==> src/rtl/alu74181_seq_ctrl.sv <==
`timescale 1ns/1ps
`default_nettype none
// +--------------------------------------------------------------------------+
// | Module      : alu74181_seq_ctrl                                          |
// | Description : Nibble-serial controller driving one external 74181 slice, |
// |               LS nibble first, with the carry rippled through a register.|
// |               Optional macro ALU74181_SEQ_ZERO_EN adds a zero flag.      |
// | Revision    : 1.0 - initial release                                      |
// +--------------------------------------------------------------------------+
module alu74181_seq_ctrl #(
  parameter int WIDTH = 16
) (
  input  logic             clk,
  input  logic             rst,
  input  logic             start,
  input  logic [WIDTH-1:0] op_a,
  input  logic [WIDTH-1:0] op_b,
  input  logic [3:0]       sel,
  input  logic             mode,
  input  logic             cin_n,
  output logic             busy,
  output logic             done,
  output logic [WIDTH-1:0] result,
  output logic             cout_n,
  output logic             aeqb,
`ifdef ALU74181_SEQ_ZERO_EN
  output logic             zero,
`endif
  output logic [3:0]       alu_a,
  output logic [3:0]       alu_b,
  output logic [3:0]       alu_s,
  output logic             alu_m,
  output logic             alu_cn,
  input  logic [3:0]       alu_f,
  input  logic             alu_cn4,
  input  logic             alu_aeqb
);

  localparam int c_NIBBLES = WIDTH / 4;
  localparam int c_IDX_W   = (c_NIBBLES > 1) ? $clog2(c_NIBBLES) : 1;
  localparam logic [c_IDX_W-1:0] c_LAST_IDX = c_IDX_W'(c_NIBBLES - 1);

  typedef enum logic [1:0] {
    S_IDLE = 2'd0,
    S_RUN  = 2'd1,
    S_DONE = 2'd2
  } state_t;

  state_t             r_state;
  state_t             w_next_state;
  logic [c_IDX_W-1:0] r_idx;
  logic [c_IDX_W+1:0] w_bit_base;
  logic [WIDTH-1:0]   r_a;
  logic [WIDTH-1:0]   r_b;
  logic [3:0]         r_sel;
  logic               r_mode;
  logic               r_cin_n;
  logic               r_carry;
  logic               r_aeq_acc;
  logic [WIDTH-1:0]   r_result;
  logic               r_cout_n;
  logic               r_aeqb;
  logic               w_last;

  assign w_last     = (r_idx == c_LAST_IDX);
  assign w_bit_base = {r_idx, 2'b00};

  always_ff @(posedge clk or posedge rst) begin
    if (rst) begin
      r_state <= S_IDLE;
    end else begin
      r_state <= w_next_state;
    end
  end

  always_comb begin
    w_next_state = r_state;
    case (r_state)
      S_IDLE:  if (start) w_next_state = S_RUN;
      S_RUN:   if (w_last) w_next_state = S_DONE;
      S_DONE:  w_next_state = S_IDLE;
      default: w_next_state = S_IDLE;
    endcase
  end

  always_ff @(posedge clk or posedge rst) begin
    if (rst) begin
      r_idx     <= '0;
      r_a       <= '0;
      r_b       <= '0;
      r_sel     <= '0;
      r_mode    <= 1'b0;
      r_cin_n   <= 1'b0;
      r_carry   <= 1'b0;
      r_aeq_acc <= 1'b0;
      r_result  <= '0;
      r_cout_n  <= 1'b1;
      r_aeqb    <= 1'b0;
    end else begin
      case (r_state)
        S_IDLE: begin
          if (start) begin
            r_a       <= op_a;
            r_b       <= op_b;
            r_sel     <= sel;
            r_mode    <= mode;
            r_cin_n   <= cin_n;
            r_idx     <= '0;
            r_carry   <= cin_n;
            r_aeq_acc <= 1'b1;
          end
        end
        S_RUN: begin
          r_result[w_bit_base +: 4] <= alu_f;
          r_carry                   <= alu_cn4;
          r_aeq_acc                 <= r_aeq_acc & alu_aeqb;
          if (!w_last) r_idx <= r_idx + 1'b1;
        end
        S_DONE: begin
          // Logic mode produces no meaningful carry, so report "no carry".
          r_cout_n <= r_mode ? 1'b1 : r_carry;
          r_aeqb   <= r_aeq_acc;
        end
        default: ;
      endcase
    end
  end

`ifdef ALU74181_SEQ_ZERO_EN
  logic r_zero;

  always_ff @(posedge clk or posedge rst) begin
    if (rst) begin
      r_zero <= 1'b0;
    end else if (r_state == S_DONE) begin
      r_zero <= (r_result == '0);
    end
  end

  assign zero = r_zero;
`endif

  assign busy   = (r_state != S_IDLE);
  assign done   = (r_state == S_DONE);
  assign result = r_result;
  assign cout_n = r_cout_n;
  assign aeqb   = r_aeqb;

  // Logic mode bypasses the rippled carry and feeds the original Cn to every nibble.
  assign alu_a  = r_a[w_bit_base +: 4];
  assign alu_b  = r_b[w_bit_base +: 4];
  assign alu_s  = r_sel;
  assign alu_m  = r_mode;
  assign alu_cn = r_mode ? r_cin_n : r_carry;

endmodule
`default_nettype wire
==> config.mk <==
export PLATFORM = sky130hd
export DESIGN_NAME = alu74181_seq_ctrl
export DESIGN_NICKNAME = d
export VERILOG_FILES = /design/src/rtl/alu74181_seq_ctrl.sv
export SDC_FILE = /design/constraint.sdc
export NUM_CORES = 1
export LEC_CHECK = 0
export BUFFER_PORTS_ARGS = -buffer_cell sky130_fd_sc_hd__buf_2
export CAP_MARGIN = 30
export CORE_MARGIN = 2
export CORE_UTILIZATION = 46
export DETAILED_ROUTE_END_ITERATION = 16
export PLACE_DENSITY_LB_ADDON = 0.25
export SLEW_MARGIN = 0
export SYNTH_ARGS = -nofsm -noshare
export SYNTH_HDL_FRONTEND = slang
export SYNTH_SLANG_ARGS = --single-unit
==> constraint.sdc <==
create_clock -name clk -period 2.1 [get_ports clk]
set_input_delay 0.21 -clock clk [delete_from_list [all_inputs] [get_ports clk]]
set_output_delay 0.21 -clock clk [all_outputs]
set_load 0.005 [all_outputs]
==> impl_summary.log <==
INFO  metric dieHeight = 80.4 um
INFO  metric globalRoute.totalOverflow = 0
INFO  metric detailroute.wirelength.met3 = 290 um
INFO  metric cellLeakagePower = 1.63 nW
INFO  metric power-per-cell-area = 1490 mW/mm2
INFO  metric synth_top_cell_area_share = 0.568
INFO  metric worst_setup_path_start_kind = flip-flop
INFO  metric setup_repair_after_global_routing_missed_its_margin = false
INFO  metric dr.max_layer_used = met4
INFO  metric post_synth_mux_area_share = 0.239
INFO  metric worstHoldPathType = primary input to flip-flop
INFO  metric fin_util = 0.607
INFO  metric core_area = 0.00557 mm2
INFO  metric grt_max_degree = 38
INFO  metric rows = 27
INFO  metric synth_fp_nets = 229
INFO  metric floorplan.initialDensity = 0.482
INFO  metric synthAdderAreaFrac = 0.0280
INFO  metric layout-area-overhead-vs-synth = 26.0%
INFO  metric synthesis.area = 0.00269 mm2
INFO  metric arrival = 1.62 ns
INFO  metric non_filler_cells_in_the_finished_layout = 340
INFO  metric grt_first_pass_wirelength = 8660 um
INFO  metric clockBufferDepth = 2
INFO  metric timing.critical_path.fanout_max = 16
INFO  metric synth.distinct_cells = 27
INFO  metric total_wire_length = 5080 um
INFO  metric syn-mean-instance-area = 15.3 um2
INFO  metric fin_crit_sh = 0.873
INFO  metric max-slew-margin-rel = 0.612
INFO  metric cts-buffers-inserted = 9
INFO  metric finalHoldViolCount = 0
INFO  metric grt_antenna_before_repair = 0
INFO  metric cts.sinks = 62
INFO  metric setup_tns = 0 ns
INFO  metric crit_required = 1.89 ns
INFO  metric dp_hpwl = 3620 um
INFO  metric yosysMostFrequentCell = sky130_fd_sc_hd__dfrtp_1
INFO  metric synth_simple_gate_area_frac = 0.0708
INFO  metric grt_util_all_layers = 0.178
INFO  metric post_synth_top_cells = sky130_fd_sc_hd__dfrtp_1 (61), sky130_fd_sc_hd__mux2_2 (41), sky130_fd_sc_hd__a22o_1 (16)
INFO  metric yosys_warnings = 0
INFO  metric synth-seq-area-share = 0.578
INFO  metric synthArstFlopShare = 1.00
INFO  metric main_combinational_cell_family_by_area_after_synthesis = multiplexers
INFO  metric period_minus_slack = 1.83 ns
INFO  metric final_net_count = 318
INFO  metric dp_cells = 325
INFO  metric number_of_synthesized_flops_with_an_enable_pin = 0
INFO  metric drcViolationCount = 0
INFO  metric globalplace.congestion = 0.748
INFO  metric boundaryPins = 81
INFO  metric synth_top_cell_by_area = sky130_fd_sc_hd__dfrtp_1
INFO  metric fraction_of_final_layout_cells_sized_beyond_drive_strength_1 = 0.571
INFO  metric netlist_instances = 176
INFO  metric antenna_cells = 0
INFO  metric maximum_clock_skew_at_final_layout = 0.00775 ns
INFO  metric worst_ir_drop_vdd = 0.000755 V
INFO  metric max_slew.worst_pin.slew = 0.581 ns
INFO  metric finalHoldWorstSlack = 0.110 ns
INFO  metric via_per_inst = 5.11
INFO  metric design_area = 0.00338 mm2
INFO  metric die_w = 80.4 um
INFO  metric met1_length = 2380 um
INFO  metric synthesized_flop_and_latch_total = 62
INFO  metric design.die.area = 0.00646 mm2
INFO  metric cts_tree = done
INFO  metric max_clock_freq = 546 MHz
INFO  metric vias = 1736
INFO  metric ant_nets = 0
INFO  metric detailedRoute.firstIterationViolations = 74
INFO  metric xor_xnor_share_of_the_synthesized_area = 0
INFO  metric slew_viol_final = 0
INFO  metric postSynth.topFlopCell = sky130_fd_sc_hd__dfrtp_1
INFO  metric io_buffers = 80
INFO  metric worstSetupPathType = flip-flop to primary output
INFO  metric yosys-top-cells-area = sky130_fd_sc_hd__dfrtp_1 (57%), sky130_fd_sc_hd__mux2_2 (17%), sky130_fd_sc_hd__mux4_2 (6.7%)
INFO  metric post_dp_cell_area = 0.00320 mm2
INFO  metric routedWlPerCell = 14.9 um
INFO  metric clk_transition_reported_paths = 0.07 ns
INFO  metric grt_pass1_vias = 1804
INFO  metric drt_pre_antenna_iters = 4
INFO  metric outcome = finished clean
INFO  metric critPathCaptureType = primary output
INFO  metric final-setup-viol-count = 0
INFO  metric synthesized_area_fraction_occupied_by_ao_oa_aoi_and_oai_cells = 0.0634
INFO  metric worstSkewPairLatency = 0.33 ns
INFO  metric ctsRootBufferMaster = sky130_fd_sc_hd__clkbuf_8
INFO  metric nFillCells = 456
INFO  metric max_cap_viol_count = 0
INFO  metric cts_max_level = 3
INFO  metric met2WireLength = 2300 um
timing repair:
| item | CTS | global route |
|---|---|---|
| setup endpoints to repair | 0 | 0 |
| setup buffers | 0 | 0 |
| resized for setup | 0 | 0 |
| hold endpoints to repair | 26 | 0 |
| hold buffers | 1 | 0 |
flip-flops by register name, summed over array words and instances (netlist names):
register / flops
aeqb: 1
alu_m: 1
alu_s: 4
cout_n: 1
r_a: 16
r_aeq_acc: 1
r_b: 16
r_carry: 1
r_cin_n: 1
r_idx: 2
r_state: 2
result: 16
power by group:
group          total, mW  leakage [nW]  switching [mW]  internal (mW)
combinational       2.03         0.778           0.827           1.21
sequential          2.09         0.764           0.317           1.77
clock              0.919        0.0914           0.409          0.511
cell type report:
cell class	instances	area (um2)	share of cell area
Sequential cell	62	1550	0.459
Multi-Input combinational cell	102	1080	0.320
Timing Repair Buffer	85	465	0.138
Clock buffer	13	169	0.0499
Tap cell	72	90.1	0.0266
Inverter	5	18.8	0.00555
Clock inverter	1	5.00	0.00148
routing by layer:
metal / global-route usage / vias up
li1: - / 831
met1: 0.248 / 841
met2: 0.263 / 54
met3: 0.0427 / 10
met4: 0.0814 / 0
met5: 0 / -
worst paths after layout:
check / start / to / slack (ns) / cells after the start
setup reg to reg: r_idx[1] / result[9] / 0.36 / 5
max in group asynchronous: rst / cout_n / 0.94 / 4
hold reg to reg: cout_n / cout_n / 0.48 / 2
min in group asynchronous: rst / r_a[14] / 0.50 / 3
hold / removal: op_b[14] / r_b[14] / 0.11 / 2
setup / recovery: r_idx[0] / alu_b[0] / 0.27 / 3
kinds of logic after synthesis:
logic type / count (synthesis)
DFF: 62
and+or+nand+nor: 25
buffers and inverters: 12
AOI/OAI and AO/OA: 22
muxes: 49
adders and majority gates: 6
critical path, cell delays in order, from the launching register on:
cell	delay, ns
sky130_fd_sc_hd__dfrtp_1	0.34
sky130_fd_sc_hd__buf_4	0.27
sky130_fd_sc_hd__mux4_2	0.54
sky130_fd_sc_hd__buf_2	0.14
metrics by stage:
step / worst slack, ns / power (mW)
3_3_place_gp: 0.453 / 4.12
3_5_place_dp: 0.388 / 4.17
4_1_cts: 0.229 / 5.11
6_report: 0.267 / 5.04
2_1_floorplan: 0.131 / 3.45
5_1_grt: 0.146 / 5.45
cell usage in the layout (no fill, tap or decap), types with 2 or more instances in the layout:
cell type                  count
sky130_fd_sc_hd__nand2_1       5
sky130_fd_sc_hd__ha_1          6
sky130_fd_sc_hd__buf_12        2
sky130_fd_sc_hd__nor4b_2       2
sky130_fd_sc_hd__o21ai_0       5
sky130_fd_sc_hd__mux2_2       41
sky130_fd_sc_hd__a22o_1       16
sky130_fd_sc_hd__mux4_2        8
sky130_fd_sc_hd__nand3b_1      2
sky130_fd_sc_hd__buf_4         2
sky130_fd_sc_hd__dfrtp_1      61
sky130_fd_sc_hd__nor2_1        3
sky130_fd_sc_hd__clkbuf_8     12
sky130_fd_sc_hd__buf_2        80
sky130_fd_sc_hd__nand2b_1      3
sky130_fd_sc_hd__inv_1         4
(Power assumes the default switching activity.)
